### src/rtl/spimemio_target.sv
// rtl/spimemio_target.sv - SPI flash responder serving read commands from a byte-wide memory port
// Optional dual-output read (0x3B) is enabled by defining SPIMEMIO_TARGET_DUAL_EN.
module spimemio_target #(
    parameter int ADDR_W      = 16,
    parameter int SYNC_STAGES = 2
) (
    input  logic              clk,
    input  logic              resetn,
    input  logic              flash_csb,
    input  logic              flash_clk,
    input  logic              flash_io0_di,
    output logic              flash_io0_do,
    output logic              flash_io0_oe,
    output logic              flash_io1_do,
    output logic              flash_io1_oe,
    output logic              mem_valid,
    input  logic              mem_ready,
    output logic [ADDR_W-1:0] mem_addr,
    input  logic [7:0]        mem_rdata,
    output logic              underrun
);
    typedef enum logic [2:0] {IDLE, CMD, ADDR, DUMMY, DATA, IGNORE} state_t;

    logic [SYNC_STAGES-1:0] csb_sync_q, sclk_sync_q, mosi_sync_q;
    logic csb_prev_q, sclk_prev_q;
    logic csb_s, sclk_s, mosi_s;
    logic csb_rise, csb_fall, sclk_rise, sclk_fall;

    state_t            state_q, state_d;
    logic [4:0]        cnt_q, cnt_d;
    logic [ADDR_W-2:0] sh_in_q, sh_in_d;
    logic              dummy_q, dummy_d;
    logic [7:0]        shift_q, shift_d;
    logic [2:0]        fall_cnt_q, fall_cnt_d;
    logic [7:0]        hold_q, hold_d;
    logic              hold_full_q, hold_full_d;
    logic              mem_valid_q, mem_valid_d;
    logic [ADDR_W-1:0] mem_addr_q, mem_addr_d;
    logic              underrun_q, underrun_d;
    logic              io1_oe_q, io1_oe_d;
    logic              io0_oe_q, io0_oe_d;
    logic [7:0]        cmd_byte;
`ifdef SPIMEMIO_TARGET_DUAL_EN
    logic              dual_q, dual_d;
`endif

    assign csb_s     = csb_sync_q[SYNC_STAGES-1];
    assign sclk_s    = sclk_sync_q[SYNC_STAGES-1];
    assign mosi_s    = mosi_sync_q[SYNC_STAGES-1];
    assign csb_rise  = csb_s & ~csb_prev_q;
    assign csb_fall  = ~csb_s & csb_prev_q;
    assign sclk_rise = sclk_s & ~sclk_prev_q;
    assign sclk_fall = ~sclk_s & sclk_prev_q;

    always_ff @(posedge clk or negedge resetn) begin
        if (!resetn) begin
            csb_sync_q  <= '1;
            sclk_sync_q <= '0;
            mosi_sync_q <= '0;
            csb_prev_q  <= 1'b1;
            sclk_prev_q <= 1'b0;
            state_q     <= IDLE;
            cnt_q       <= '0;
            sh_in_q     <= '0;
            dummy_q     <= 1'b0;
            shift_q     <= '0;
            fall_cnt_q  <= '0;
            hold_q      <= '0;
            hold_full_q <= 1'b0;
            mem_valid_q <= 1'b0;
            mem_addr_q  <= '0;
            underrun_q  <= 1'b0;
            io1_oe_q    <= 1'b0;
            io0_oe_q    <= 1'b0;
`ifdef SPIMEMIO_TARGET_DUAL_EN
            dual_q      <= 1'b0;
`endif
        end else begin
            csb_sync_q  <= {csb_sync_q[SYNC_STAGES-2:0], flash_csb};
            sclk_sync_q <= {sclk_sync_q[SYNC_STAGES-2:0], flash_clk};
            mosi_sync_q <= {mosi_sync_q[SYNC_STAGES-2:0], flash_io0_di};
            csb_prev_q  <= csb_s;
            sclk_prev_q <= sclk_s;
            state_q     <= state_d;
            cnt_q       <= cnt_d;
            sh_in_q     <= sh_in_d;
            dummy_q     <= dummy_d;
            shift_q     <= shift_d;
            fall_cnt_q  <= fall_cnt_d;
            hold_q      <= hold_d;
            hold_full_q <= hold_full_d;
            mem_valid_q <= mem_valid_d;
            mem_addr_q  <= mem_addr_d;
            underrun_q  <= underrun_d;
            io1_oe_q    <= io1_oe_d;
            io0_oe_q    <= io0_oe_d;
`ifdef SPIMEMIO_TARGET_DUAL_EN
            dual_q      <= dual_d;
`endif
        end
    end

    always_comb begin
        state_d     = state_q;
        cnt_d       = cnt_q;
        sh_in_d     = sh_in_q;
        dummy_d     = dummy_q;
        shift_d     = shift_q;
        fall_cnt_d  = fall_cnt_q;
        hold_d      = hold_q;
        hold_full_d = hold_full_q;
        mem_valid_d = mem_valid_q;
        mem_addr_d  = mem_addr_q;
        underrun_d  = underrun_q;
        io1_oe_d    = io1_oe_q;
        io0_oe_d    = io0_oe_q;
        cmd_byte    = {sh_in_q[6:0], mosi_s};
`ifdef SPIMEMIO_TARGET_DUAL_EN
        dual_d      = dual_q;
`endif
        // A returning byte lands in the holding register regardless of the state machine.
        if (mem_valid_q && mem_ready) begin
            hold_d      = mem_rdata;
            hold_full_d = 1'b1;
            mem_valid_d = 1'b0;
        end
        if (csb_rise) begin
            state_d     = IDLE;
            io1_oe_d    = 1'b0;
            io0_oe_d    = 1'b0;
            mem_valid_d = 1'b0;
            hold_full_d = 1'b0;
            shift_d     = '0;
        end else begin
            unique case (state_q)
                IDLE: if (csb_fall) begin
                    state_d    = CMD;
                    cnt_d      = '0;
                    underrun_d = 1'b0;
                end
                CMD: if (sclk_rise) begin
                    sh_in_d = {sh_in_q[ADDR_W-3:0], mosi_s};
                    cnt_d   = cnt_q + 5'd1;
                    if (cnt_q == 5'd7) begin
                        cnt_d   = '0;
                        state_d = ADDR;
`ifdef SPIMEMIO_TARGET_DUAL_EN
                        dual_d  = 1'b0;
`endif
                        case (cmd_byte)
                            8'h03: dummy_d = 1'b0;
                            8'h0B: dummy_d = 1'b1;
`ifdef SPIMEMIO_TARGET_DUAL_EN
                            8'h3B: begin
                                dummy_d = 1'b1;
                                dual_d  = 1'b1;
                            end
`endif
                            default: state_d = IGNORE;
                        endcase
                    end
                end
                ADDR: if (sclk_rise) begin
                    sh_in_d = {sh_in_q[ADDR_W-3:0], mosi_s};
                    cnt_d   = cnt_q + 5'd1;
                    if (cnt_q == 5'd23) begin
                        cnt_d       = '0;
                        mem_addr_d  = {sh_in_q, mosi_s};
                        mem_valid_d = 1'b1;
                        fall_cnt_d  = '0;
                        state_d     = dummy_q ? DUMMY : DATA;
                    end
                end
                DUMMY: if (sclk_rise) begin
                    cnt_d = cnt_q + 5'd1;
                    if (cnt_q == 5'd7) state_d = DATA;
                end
                DATA: if (sclk_fall) begin
                    if (fall_cnt_q == 3'd0) begin
                        io1_oe_d = 1'b1;
`ifdef SPIMEMIO_TARGET_DUAL_EN
                        io0_oe_d   = dual_q;
                        fall_cnt_d = dual_q ? 3'd3 : 3'd7;
`else
                        fall_cnt_d = 3'd7;
`endif
                        // An empty holding register means memory missed its deadline.
                        if (hold_full_q) begin
                            shift_d     = hold_q;
                            hold_full_d = 1'b0;
                            mem_addr_d  = mem_addr_q + 1'b1;
                            mem_valid_d = 1'b1;
                        end else begin
                            shift_d    = 8'hFF;
                            underrun_d = 1'b1;
                        end
                    end else begin
                        fall_cnt_d = fall_cnt_q - 3'd1;
`ifdef SPIMEMIO_TARGET_DUAL_EN
                        shift_d = dual_q ? {shift_q[5:0], 2'b00} : {shift_q[6:0], 1'b0};
`else
                        shift_d = {shift_q[6:0], 1'b0};
`endif
                    end
                end
                IGNORE: ;
                default: state_d = IDLE;
            endcase
        end
    end

    assign flash_io1_do = shift_q[7];
    assign flash_io1_oe = io1_oe_q;
`ifdef SPIMEMIO_TARGET_DUAL_EN
    assign flash_io0_do = shift_q[6];
    assign flash_io0_oe = io0_oe_q;
`else
    assign flash_io0_do = 1'b0;
    assign flash_io0_oe = 1'b0;
`endif
    assign mem_valid = mem_valid_q;
    assign mem_addr  = mem_addr_q;
    assign underrun  = underrun_q;
endmodule

### config.mk
export PLATFORM = sky130hd
export DESIGN_NAME = spimemio_target
export DESIGN_NICKNAME = d
export VERILOG_FILES = /design/src/rtl/spimemio_target.sv
export SDC_FILE = /design/constraint.sdc
export NUM_CORES = 1
export LEC_CHECK = 0
export BUFFER_PORTS_ARGS = -buffer_cell sky130_fd_sc_hd__buf_4
export CELL_PAD_IN_SITES_DETAIL_PLACEMENT = 1
export CELL_PAD_IN_SITES_GLOBAL_PLACEMENT = 2
export CORE_UTILIZATION = 41
export CTS_BUF_LIST = sky130_fd_sc_hd__clkbuf_16
export CTS_CLUSTER_DIAMETER = 30
export DETAILED_ROUTE_END_ITERATION = 16
export GPL_ROUTABILITY_DRIVEN = 0
export GPL_TIMING_DRIVEN = 1
export PLACE_DENSITY = 0.84
export SLEW_MARGIN = 20
export SYNTH_ARGS = -nofsm -noshare
export SYNTH_HDL_FRONTEND = slang
export SYNTH_SLANG_ARGS = --single-unit
### constraint.sdc
create_clock -name clk -period 3.92 [get_ports clk]
set_input_delay 0.392 -clock clk [delete_from_list [all_inputs] [get_ports clk]]
set_output_delay 0.392 -clock clk [all_outputs]
set_load 0.03 [all_outputs]
==> metrics.md, run 1 <==
| Metric | Value |
|---|---|
| Mapped Cells | `346` |
| Hold Crit Depth | `1` |
| Combinational share of power | `between 20 and 30%` |
| CTS tree | `yes` |
| Cell variety after synth | `60` |
| Maximum VDD drop | `roughly 0.00022 V` |
| Fraction of layout cells with a size suffix above 1 | `23.4%` |
| Vias | `2759` |
| Max incr delay on CP | `approximately 0.64 ns` |
| Number of port buffers | `33` |
| Top post-synthesis cells by area | `dfrtp_1 (48%), mux2_2 (8.0%), a21oi_1 (3.4%)` |
| Worst path required time | `4.12 ns` |
| DR iter-0 viols | `69` |
| Clk_skew | `0.00973 ns` |
| Sequential Power Share | `41.3%` |
| R2R Path End | `sh_in_q[11]` |
| Lkg Pwr | `1.85 nW` |
| Synth Register Bits | `between 70 and 80` |
| Register area share after synthesis | `50.4%` |
| Most common cell in the netlist | `dfrtp_1` |
| Synth area leader | `dfrtp_1` |
| Slowest CP cell | `nand3_1` |
| H-Tree Depth | `3` |
| Initial core utilization | `between 40% and 50%` |
| CP bufs+invs | `1` |
| Worst reg2reg path startpoint | `csb_prev_q` |
| Post-layout nets | `395` |
| FP Rows | `33` |
| Most common library cells after synthesis | `dfrtp_1 (68), nor2_1 (28), nand2_1 (27), mux2_2 (25), a21oi_1 (24)` |
| Synthesized cell area | `around 0.0035 sq mm` |
| Status | `finished, final reports clean` |
| Die area | `between 0.008 and 0.009 sq mm` |
| Clk pwr share | `between 30% and 40%` |
| Die height | `94.8 um` |
| Final period util | `68.5%` |
| Rel. slew slack | `about a third` |
| Setup TNS | `0 ns` |
| Post-route DRC | `0` |
| R2R Setup Slk | `about 1.2 ns` |
| Setup violators final | `0` |
| Worst hold path class | `input pin to register` |
| Worst slack, placed | `approximately 1.3 ns` |
| Dominant synthesized flop cell | `dfrtp_1` |
| Critical path endpoint category | `register` |
| IO Pins | `36` |
| Initial antenna violation count | `0` |
| Largest net degree at the start of global routing | `slightly above 70` |
| Hold_sp | `flash_io0_di` |
| DIE WIDTH | `94.8 um` |
| Final Hold Vio Count | `0` |
| CTS resizes | `0` |
| DRT Wirelength | `about 8400 um` |
| Antenna Nets Post-Route | `0` |
| Final worst slack | `1.24 ns` |
| Worst-skew pair later-pin latency | `0.33 ns` |
| Root buf cell | `clkbuf_16` |
| CTS sink cnt | `71` |
| Synth Area per Inst | `just over 10 sq um` |
| GRT overflow | `0` |
| Share of the synthesized area in the top cell type | `48.2%` |
| Hpwl dp | `between 5000 and 6000 um` |
| FMAX | `373 MHz` |
| Clock Path Buffers | `2` |
| CP Data Arrival Time | `2.89 ns` |
| Post-synth EDFFs | `0` |
| ANT cells | `0` |
| Delay-heaviest family, CP | `simple AND/OR/NAND/NOR gates` |
| Worst-path maximum fanout | `18` |
| Power Internal | `1.67 mW` |
| Vias in the first global route | `between 2000 and 3000` |
| Maxcap violations | `0` |
| DRT Pass-1 Iters | `4` |
| Asr flop ratio synth | `100%` |
| Least-Margin Pin Slew | `roughly 1 ns` |
| Crit path time final | `2.68 ns` |
| Area growth syn-to-layout | `16.8%` |
| Total CTS buffers | `9` |
| Vias per inst | `around 5.7` |
| R2R depth | `5` |
| Hold_buf cts | `0` |
| Routed wire per std cell | `17.3 um` |
| Post-CTS Setup Repair Bufs | `0` |
| Global-route wire length before repair | `14500 um` |
| Sw Pwr | `between 0.8 and 0.9 mW` |
| Startpoint class of the critical path | `register` |
| Total track usage | `a little over a fifth` |
| Worst hold endpoint | `mosi_sync_q[0]` |
| Sw Ratio | `34.3%` |
| Core Area | `between 0.008 and 0.009 sq mm` |
| RSZ-0062 raised after global routing | `no` |
| Clk pin slew, worst setup/hold paths | `0.06 ns` |
| Final Max Slew Viols | `0` |
| Crit path kind | `register to register` |
| Power Density | `617 mW/mm^2` |
| YS warnings | `0` |
| CP Cell Sequence | `inv_1, ha_1, nor2_1, nand3_1, mux2_2` |
| Fin util | `49.9%` |
==> placed cells by master, fill, tap and decap left out, types with 2 or more instances in the layout <==
cell type / synthesis / routed
dfstp_2: 3 / 3
a22oi_1: 2 / 2
nand2_1: 27 / 27
a31oi_1: 4 / 4
mux2i_1: 3 / 3
clkbuf_16: 0 / 9
a22o_1: 2 / 2
nand3_1: 15 / 15
and3b_1: 2 / 2
a21o_1: 4 / 4
ha_1: 6 / 6
nor2_1: 28 / 28
inv_1: 12 / 14
clkinv_1: 0 / 2
o211ai_1: 3 / 3
a21oi_1: 24 / 24
buf_4: 3 / 37
o22ai_1: 6 / 6
mux2_2: 25 / 25
nor4_1: 8 / 8
dfrtp_1: 68 / 68
nor3_1: 14 / 14
nand2b_1: 6 / 6
conb_1: 1 / 2
o31ai_1: 2 / 2
nand4_1: 5 / 5
nand3b_1: 2 / 2
o21ai_0: 17 / 17
a2bb2oi_1: 4 / 4
o21bai_1: 2 / 2
nor2b_1: 3 / 3
==> how the worst max path moves through the flow <==
stage / startpoint / endpoint / slack (ns) / cells past startpoint
2_1_floorplan: csb_prev_q / sh_in_q[10] / 1.87 / 7
3_5_place_dp: csb_prev_q / sh_in_q[8] / 1.27 / 5
5_1_grt: csb_prev_q / sh_in_q[13] / 1.08 / 5
3_3_place_gp: csb_prev_q / sh_in_q[12] / 1.37 / 5
4_1_cts: csb_prev_q / sh_in_q[11] / 1.24 / 5
6_report: csb_prev_q / sh_in_q[11] / 1.24 / 5
==> state kept, by name, summed over array words and instances, names as in the netlist, 2 cells and up <==
name	flops
sclk_sync_q	2
cnt_q	5
mosi_sync_q	2
shift_q	8
state_q	3
mem_addr	16
hold_q	8
fall_cnt_q	3
csb_sync_q	2
sh_in_q	15
==> cell type report <==
cell class / instances / area (sq um)
clock buffer: 9 / 225
clock inverter: 7 / 57.6
fill: 935 / 4140
inverter: 12 / 45.0
multi-input combinational: 244 / 1610
sequential: 71 / 1780
tap: 105 / 131
timing repair buffer: 37 / 278
==> cells by family after synthesis <==
kind of cell	after synthesis	share of synthesized area, %
other	1	0.106
buffers and inverters	32	4.18
and+or+nand+nor	122	17.8
adders and majority gates	6	2.13
xor gates and xnor gates	1	0.248
DFF	71	50.4
muxes	29	9.25
AOI/OAI and AO/OA	84	15.8
==> per-layer routing <==
metal  vias up  global-route usage (%)  wire (um)
met5         -                       0          0
met4         0                    7.20        118
met3        10                    3.95        190
met2        30                    34.2       4130
met1      1408                    28.3       3940
li1       1311                       -          -
==> through the flow <==
step | std cells | power [mW] | hold WS (ns) | cell area [sq um]
final | 485 | 2.54 | 0.164 | 4120
after global routing | 485 | 2.71 | 0.155 | 4120
after CTS | 485 | 2.57 | 0.160 | 4120
after detailed placement | 469 | 1.77 | 0.339 | 3840
after global placement | 469 | 1.75 | 0.338 | 3840
after floorplan | 347 | 1.56 | 0.0964 | 3530
==> power groups by stage <==
stage               logic [mW]  registers, mW  clock network, mW
floorplan                0.543           1.02                  0
global placement         0.697           1.05                  0
detailed placement       0.714           1.06                  0
CTS                      0.723           1.05              0.794
global route             0.800           1.08              0.831
finish                   0.713           1.05              0.780
Power figures use the tool's default switching activity.
==> run 2: changes to the inputs <==
--- a/config.mk
+++ b/config.mk
@@ -5,16 +5,17 @@
 export SDC_FILE = /design/constraint.sdc
 export NUM_CORES = 1
 export LEC_CHECK = 0
+export ABC_AREA = 1
 export BUFFER_PORTS_ARGS = -buffer_cell sky130_fd_sc_hd__buf_4
 export CELL_PAD_IN_SITES_DETAIL_PLACEMENT = 1
 export CELL_PAD_IN_SITES_GLOBAL_PLACEMENT = 2
-export CORE_UTILIZATION = 41
+export CORE_UTILIZATION = 35
 export CTS_BUF_LIST = sky130_fd_sc_hd__clkbuf_16
 export CTS_CLUSTER_DIAMETER = 30
 export DETAILED_ROUTE_END_ITERATION = 16
 export GPL_ROUTABILITY_DRIVEN = 0
 export GPL_TIMING_DRIVEN = 1
-export PLACE_DENSITY = 0.84
+export PLACE_DENSITY = 0.78
 export SLEW_MARGIN = 20
 export SYNTH_ARGS = -nofsm -noshare
 export SYNTH_HDL_FRONTEND = slang
==> constraint.sdc (replaced) <==
create_clock -name clk -period 2.7 [get_ports clk]
set_input_delay 0.27 -clock clk [delete_from_list [all_inputs] [get_ports clk]]
set_output_delay 0.27 -clock clk [all_outputs]
set_load 0.03 [all_outputs]
==> run 2 against run 1 <==
Die area is 21% higher; synthesized cell count is 33% higher; cell count is 31% higher; utilization is 6.1 points lower; synthesized area is 3.8% higher; sequential share of layout area is 2.4 points lower; clock skew is 0.0023 ns lower; sequential power is 55% higher; largest power group unchanged; via count is 14% higher; critical path depth is 5 higher.
==> metrics.md, run 2 <==
| Metric | Value |
|---|---|
| Post-layout power | `4.59 mW (+80%)` |
| Mux share of post-synthesis cell area | `2.87% (-6.4 points)` |
| Maxcap violations | `0 (unchanged)` |
| RSZ-0062 raised after global routing | `no` |
| Mapped Cells | `461 (+33%)` |
| DRT Wirelength | `9270 um (+11%)` |
| Power Internal | `2.78 mW (+66%)` |
| Synth area leader | `dfrtp_1` |
| Post-Place Cells | `619 (+32%)` |
| Maximum VDD drop | `0.000429 V (+99%)` |
| Area growth syn-to-layout | `19.0%` |
| Setup TNS | `0 ns (unchanged)` |
| Clk pin slew, worst setup/hold paths | `0.06 ns (about the same)` |
| Initial antenna violation count | `0 (unchanged)` |
| Sw Pwr | `1.81 mW (+110%)` |
| Dominant synthesized flop cell | `dfrtp_1` |
| Rel. slew slack | `37.5% (+6.0 points)` |
| Core Area | `0.00995 sq mm (+21%)` |
| CP Data Arrival Time | `2.27 ns (-0.62 ns)` |
| YS warnings | `0 (unchanged)` |
| Initial core utilization | `36.8% (-5.9 points)` |
| Post-layout nets | `517 (+31%)` |
| Combinational share of power | `34.9% (+6.9 points)` |
| FP Rows | `36 (+9.1%)` |
| Clk pwr share | `29.7% (-1.0 points)` |
| Critical path endpoint category | `register` |
| Synth Area per Inst | `7.95 sq um (-22%)` |
| Antenna Nets Post-Route | `0 (unchanged)` |
| Lkg Pwr | `2.23 nW (+21%)` |
| Least-Margin Pin Slew | `0.938 ns (-0.0805 ns)` |
| Synthesized cell area | `0.00366 sq mm (+3.8%)` |
| ANT cells | `0 (unchanged)` |
| Die area | `0.0109 sq mm (+21%)` |
| Startpoint class of the critical path | `register` |
| Post-route DRC | `0 (unchanged)` |
| Compound-gate portion of the synthesized area | `9.59% (-6.3 points)` |
| Die height | `104 um (+10%)` |
| Simple-Gate Fraction of Synth Area | `28.3% (+11 points)` |
| Worst hold path class | `input pin to register` |
| Final period util | `75.7% (+7.3 points)` |
| Post-Layout Cell Count | `635 (+31%)` |
| Post-synth EDFFs | `0 (unchanged)` |
| Sw Ratio | `39.5% (+5.2 points)` |
| Number of port buffers | `33 (unchanged)` |
| Top post-synthesis cells by area | `dfrtp_1 (46%), nand2_1 (14%), nand3_1 (5.2%)` |
| Post-CTS Setup Repair Bufs | `0 (unchanged)` |
| Global-route wire length before repair | `16200 um (+12%)` |
| Commonest non-fill, non-tap cell in the layout | `nand2_1` |
| Status | `finished, final reports clean` |
| Clock Path Buffers | `2 (unchanged)` |
| Setup violators final | `0 (unchanged)` |
| Vias | `3144 (+14%)` |
| Vias in the first global route | `3285 (+15%)` |
| Vias per inst | `4.95 (-13%)` |
| Hold_buf cts | `0 (unchanged)` |
| Synth Register Bits | `71 (unchanged)` |
| Final Hold Vio Count | `0 (unchanged)` |
| Largest family of logic cells by synthesized area | `simple AND/OR/NAND/NOR gates` |
| Worst-path maximum fanout | `14 (-4)` |
| Sequential Power Share | `35.5% (-5.8 points)` |
| Most common cell in the netlist | `nand2_1` |
| CTS tree | `yes` |
| Crit path time final | `2.04 ns (-0.639 ns)` |
| DR iter-0 viols | `68 (-1.4%)` |
| H-Tree Depth | `3 (unchanged)` |
| Hpwl dp | `6560 um (+22%)` |
| CTS sink cnt | `71 (unchanged)` |
| Register area share after synthesis | `48.6% (-1.9 points)` |
| Cell variety after synth | `34 (-43%)` |
| Total track usage | `18.5% (-2.6 points)` |
| Worst path required time | `2.92 ns (-1.20 ns)` |
| DRT Pass-1 Iters | `4 (unchanged)` |
| Share of the synthesized area in the top cell type | `46.4% (-1.8 points)` |
| Post-Synth XOR/XNOR Area | `0.717% (+0.47 points)` |
| GRT overflow | `0 (unchanged)` |
| DIE WIDTH | `104 um (+10%)` |
| Crit path kind | `register to register` |
| Most common library cells after synthesis | `nand2_1 (137), dfrtp_1 (68), inv_1 (48), nand3_1 (38), o21ai_0 (34)` |
| Routed wire per std cell | `14.6 um (-16%)` |
| Fraction of layout cells with a size suffix above 1 | `16.3% (-7.1 points)` |
| Asr flop ratio synth | `100% (unchanged)` |
| Largest net degree at the start of global routing | `72 (unchanged)` |
| CTS resizes | `0 (unchanged)` |
| Commonest non-fill, non-tap cells in the layout | `nand2_1 (137), dfrtp_1 (68), inv_1 (49)` |
| FMAX | `489 MHz (+31%)` |
| Post-Synth Adder-Cell Area | `2.05% (-0.078 points)` |
| Final Max Slew Viols | `0 (unchanged)` |
| Worst-skew pair later-pin latency | `0.33 ns (about the same)` |
| Largest register FFs | `16 (unchanged)` |
| Total CTS buffers | `9 (unchanged)` |
| Root buf cell | `clkbuf_16` |
| Power Density | `1050 mW/mm^2 (+70%)` |
| Clk_skew | `0.00746 ns (-0.00228 ns)` |
| IO Pins | `36 (unchanged)` |
run 2: cell count changes after synthesis, moves of 8 or more:
cell	previous run	this run
a21oi_1	24	15
inv_1	12	48
mux2_2	25	8
nand2_1	27	137
nand3_1	15	38
nor4_1	8	0
o21ai_0	17	34
o21ai_1	0	10
run 2: through the flow:
| step | instance area, sq um | util, % | setup WS, ns | hold slack [ns] |
|---|---|---|---|---|
| 6_report | 4360 | 43.8 | 0.655 | 0.0497 |
| 5_1_grt | 4360 | 43.8 | 0.438 | 0.0409 |
| 4_1_cts | 4360 | 43.8 | 0.620 | 0.0420 |
| 3_5_place_dp | 4020 | 40.4 | 0.639 | 0.337 |
| 3_3_place_gp | 4020 | 40.4 | 0.674 | 0.334 |
| 2_1_floorplan | 3670 | - | 1.08 | -0.0256 |
run 2: power by group through the flow:
stage | sequential (mW) | combinational, mW | clock (mW)
2_1_floorplan | 1.77 | 0.961 | 0
3_3_place_gp | 1.64 | 1.58 | 0
3_5_place_dp | 1.64 | 1.62 | 0
4_1_cts | 1.63 | 1.64 | 1.38
5_1_grt | 1.68 | 1.82 | 1.44
6_report | 1.63 | 1.60 | 1.36
run 2: cell families (layout without fill, tap and decap cells):
group / count (synthesis) / in the layout
and+or+nand+nor: 238 / 238
DFF: 71 / 71
AOI/OAI and AO/OA: 67 / 67
buffers and inverters: 66 / 106
muxes: 9 / 9
adders and majority gates: 6 / 6
xor gates and xnor gates: 3 / 3
other: 1 / 2
run 2: per-layer routing:
metal | vias up | track usage, % | part of all wire (%)
met5 | - | 0 | 0
met4 | 0 | 6.53 | 1.5
met3 | 10 | 2.82 | 2.4
met2 | 38 | 31.3 | 49
met1 | 1531 | 24.0 | 47
li1 | 1565 | - | -
run 2: area by class of cell:
| cell class | count | area (sq um) |
|---|---|---|
| well taps | 133 | 166 |
| repair buffers | 36 | 270 |
| clock inverters | 7 | 113 |
| multi-input cells | 325 | 1600 |
| fillers | 1246 | 5590 |
| inverters | 54 | 203 |
| clock buffers | 9 | 225 |
| flip-flops and latches | 71 | 1780 |
run 2: path summary, 6_finish.rpt:
path	startpoint	to	slack, ns	cells past startpoint
worst min register to register	sclk_sync_q[0]	sclk_sync_q[1]	0.34	0
min in group asynchronous	resetn	mem_addr[4]	0.06	1
worst max register to register	csb_prev_q	mem_addr[12]	0.66	10
worst min-delay path	flash_csb	csb_sync_q[0]	0.05	1
max in group asynchronous	resetn	state_q[1]	2.00	1
worst max-delay path	csb_prev_q	mem_addr[12]	0.66	10
run 2: critical path, cell delays in order, from the launching register on:
cell and delay (ns):
dfstp_2 0.53, inv_1 0.04, ha_1 0.27, inv_1 0.33
o21ai_1 0.14, inv_2 0.10, nand2_4 0.07, inv_2 0.09
nand2_2 0.19, nand2_1 0.12, nand2_1 0.05
==> run 3: changes to the inputs <==
==> constraint.sdc (replaced) <==
create_clock -name clk -period 2.1 [get_ports clk]
set_input_delay 0.21 -clock clk [delete_from_list [all_inputs] [get_ports clk]]
set_output_delay 0.21 -clock clk [all_outputs]
set_load 0.03 [all_outputs]
==> run 3 against run 2 <==
Global-route usage barely moved; total power is 29% higher; non-clock buffer count rose by 9; critical path type unchanged; critical endpoint is now mem_addr[6]; largest cell class unchanged; largest power group unchanged.
==> metrics.md, run 3 (same netlist as run 2, synthesis figures left out) <==
| Metric | Value |
|---|---|
| Clk_skew | `0.00898 ns (+0.00152 ns)` |
| Die area | `0.0109 sq mm (unchanged)` |
| DR WL met2 | `4440 um (-2.8%)` |
| Vias | `3165 (+0.67%)` |
| Post-Place Cells | `624 (+0.81%)` |
| DRT Pass-1 Iters | `4 (unchanged)` |
| Hold_buf cts | `4 (+4)` |
| Fraction of layout cells with a size suffix above 1 | `16.6% (+0.30 points)` |
| Fin util | `44.7% (+0.88 points)` |
| Hold Crit Depth | `2 (+1)` |
| Largest register FFs | `16 (unchanged)` |
| Worst-skew pair later-pin latency | `0.33 ns (about the same)` |
| Worst-path maximum fanout | `13 (-1)` |
| Post-layout nets | `526 (+1.7%)` |
| DIE WIDTH | `104 um (unchanged)` |
| Post-CTS Setup Repair Bufs | `0 (unchanged)` |
| Clk pin slew, worst setup/hold paths | `0.06 ns (about the same)` |
| Crit path time final | `1.90 ns (-0.143 ns)` |
| Area of the multi-input gates | `0.00160 sq mm (unchanged)` |
| IO Pins | `36 (unchanged)` |
| Routed wire per std cell | `14.6 um (about the same)` |
| CTS resizes | `0 (unchanged)` |
| Lkg Pwr | `2.27 nW (+1.6%)` |
| Sw Pwr | `2.34 mW (+29%)` |
| Setup violators final | `0 (unchanged)` |
| Final Max Slew Viols | `0 (unchanged)` |
| Number of port buffers | `33 (unchanged)` |
| Power Density | `1330 mW/mm^2 (+27%)` |
| H-Tree Depth | `3 (unchanged)` |
| Status | `finished, final reports clean` |
| Reg area | `0.00178 sq mm (unchanged)` |
| Highest metal used | `met4` |
| Worst hold path class | `input pin to register` |
| Antenna Nets Post-Route | `0 (unchanged)` |
| Final Instance Area | `0.00445 sq mm (+2.0%)` |
| Commonest non-fill, non-tap cell in the layout | `nand2_1` |
| WL met1 | `4580 um (+5.2%)` |
| Power Internal | `3.59 mW (+29%)` |
| DR iter-0 viols | `102 (+50%)` |
| Worst path required time | `2.32 ns (-0.60 ns)` |
| CTS sink cnt | `71 (unchanged)` |
| Core Area | `0.00995 sq mm (unchanged)` |
| Final Hold Vio Count | `0 (unchanged)` |
| ANT cells | `0 (unchanged)` |
| Vias per inst | `4.91 (-0.74%)` |
| Area growth syn-to-layout | `21.4%` |
| Post-placement cell area | `0.00407 sq mm (+1.2%)` |
| Initial antenna violation count | `0 (unchanged)` |
| Total track usage | `18.5% (about the same)` |
| WL met3 | `252 um (+15%)` |
| Setup TNS | `0 ns (unchanged)` |
| CTS tree | `yes` |
| Fillers | `1219 (-2.2%)` |
| Sw Ratio | `39.4% (-0.055 points)` |
| Die height | `104 um (unchanged)` |
| Clock Path Buffers | `2 (unchanged)` |
| Root buf cell | `clkbuf_16` |
| GRT overflow | `0 (unchanged)` |
| Clk pwr share | `29.3% (-0.4 points)` |
| DRT Wirelength | `9410 um (+1.4%)` |
| Critical path endpoint category | `register` |
| R2R depth | `10 (unchanged)` |
| Sequential Power Share | `35.4% (about the same)` |
| FP Rows | `36 (unchanged)` |
| CP Data Arrival Time | `2.12 ns (-0.15 ns)` |
| Vias in the first global route | `3269 (-0.49%)` |
| RSZ-0062 raised after global routing | `no` |
| Global-route wire length before repair | `16000 um (-0.94%)` |
| Final period util | `90.6% (+15 points)` |
| Crit path kind | `register to register` |
| Initial core utilization | `36.8% (unchanged)` |
| Hpwl dp | `6670 um (+1.6%)` |
| Combinational share of power | `35.3% (+0.4 points)` |
| Commonest non-fill, non-tap cells in the layout | `nand2_1 (137), dfrtp_1 (68), inv_1 (48)` |
| Maxcap violations | `0 (unchanged)` |
| Post-route DRC | `0 (unchanged)` |
| Total CTS buffers | `9 (unchanged)` |
| Maximum VDD drop | `0.000471 V (+9.9%)` |
| Largest net degree at the start of global routing | `42 (-42%)` |
| Post-Layout Cell Count | `644 (+1.4%)` |
| Startpoint class of the critical path | `register` |
| FMAX | `526 MHz (+7.5%)` |
run 3: cell count changes in the layout (fill, tap and decap cells not counted), sizes merged:
cell         before  now
dlygate4sd3       0    4
buf              36   41
run 3: layer usage:
layer | vias up | GRT usage, %
met5 | - | 0
met4 | 0 | 6.43
met3 | 12 | 3.01
met2 | 43 | 30.8
met1 | 1531 | 24.4
li1 | 1579 | -
run 3: power by group through the flow:
stage | Combinational, mW | Sequential (mW) | Clock [mW]
final | 2.09 | 2.10 | 1.74
after global routing | 2.38 | 2.16 | 1.83
after CTS | 2.13 | 2.10 | 1.77
after detailed placement | 2.11 | 2.12 | 0
after global placement | 2.06 | 2.10 | 0
after floorplan | 1.24 | 2.28 | 0
run 3: area by class of cell:
| class | instances | area share, % |
|---|---|---|
| Timing Repair Buffer | 45 | 8.10 |
| Inverter | 54 | 4.56 |
| Sequential cell | 71 | 40.0 |
| Clock buffer | 9 | 5.06 |
| Clock inverter | 7 | 2.48 |
| Multi-Input combinational cell | 325 | 36.0 |
| Tap cell | 133 | 3.74 |
run 3: worst max-delay path, cell delays in order, from the launching register on:
cell,delay [ns]
dfstp_2,0.53
inv_1,0.04
ha_1,0.27
inv_1,0.21
o21ai_1,0.11
inv_2,0.09
nand2_4,0.07
inv_2,0.09
nand2_2,0.21
nand2_1,0.14
nand2_1,0.05
run 3: final timing paths:
kind	from	to	slack, ns
min in group asynchronous	resetn	mem_addr[2]	0.36
setup / recovery	csb_prev_q	mem_addr[6]	0.20
max in group asynchronous	resetn	shift_q[0]	1.16
setup reg to reg	csb_prev_q	mem_addr[6]	0.20
hold / removal	mem_rdata[3]	hold_q[3]	0.11
hold reg to reg	sclk_sync_q[0]	sclk_sync_q[1]	0.35
run 3: metrics by stage:
stage	hold WS [ns]	power, mW	worst slack, ns
2_1_floorplan	-0.0856	3.51	0.478
3_3_place_gp	0.183	4.15	0.271
3_5_place_dp	0.187	4.23	0.195
4_1_cts	0.105	6.00	0.191
5_1_grt	0.103	6.37	0.0414
6_report	0.107	5.93	0.198
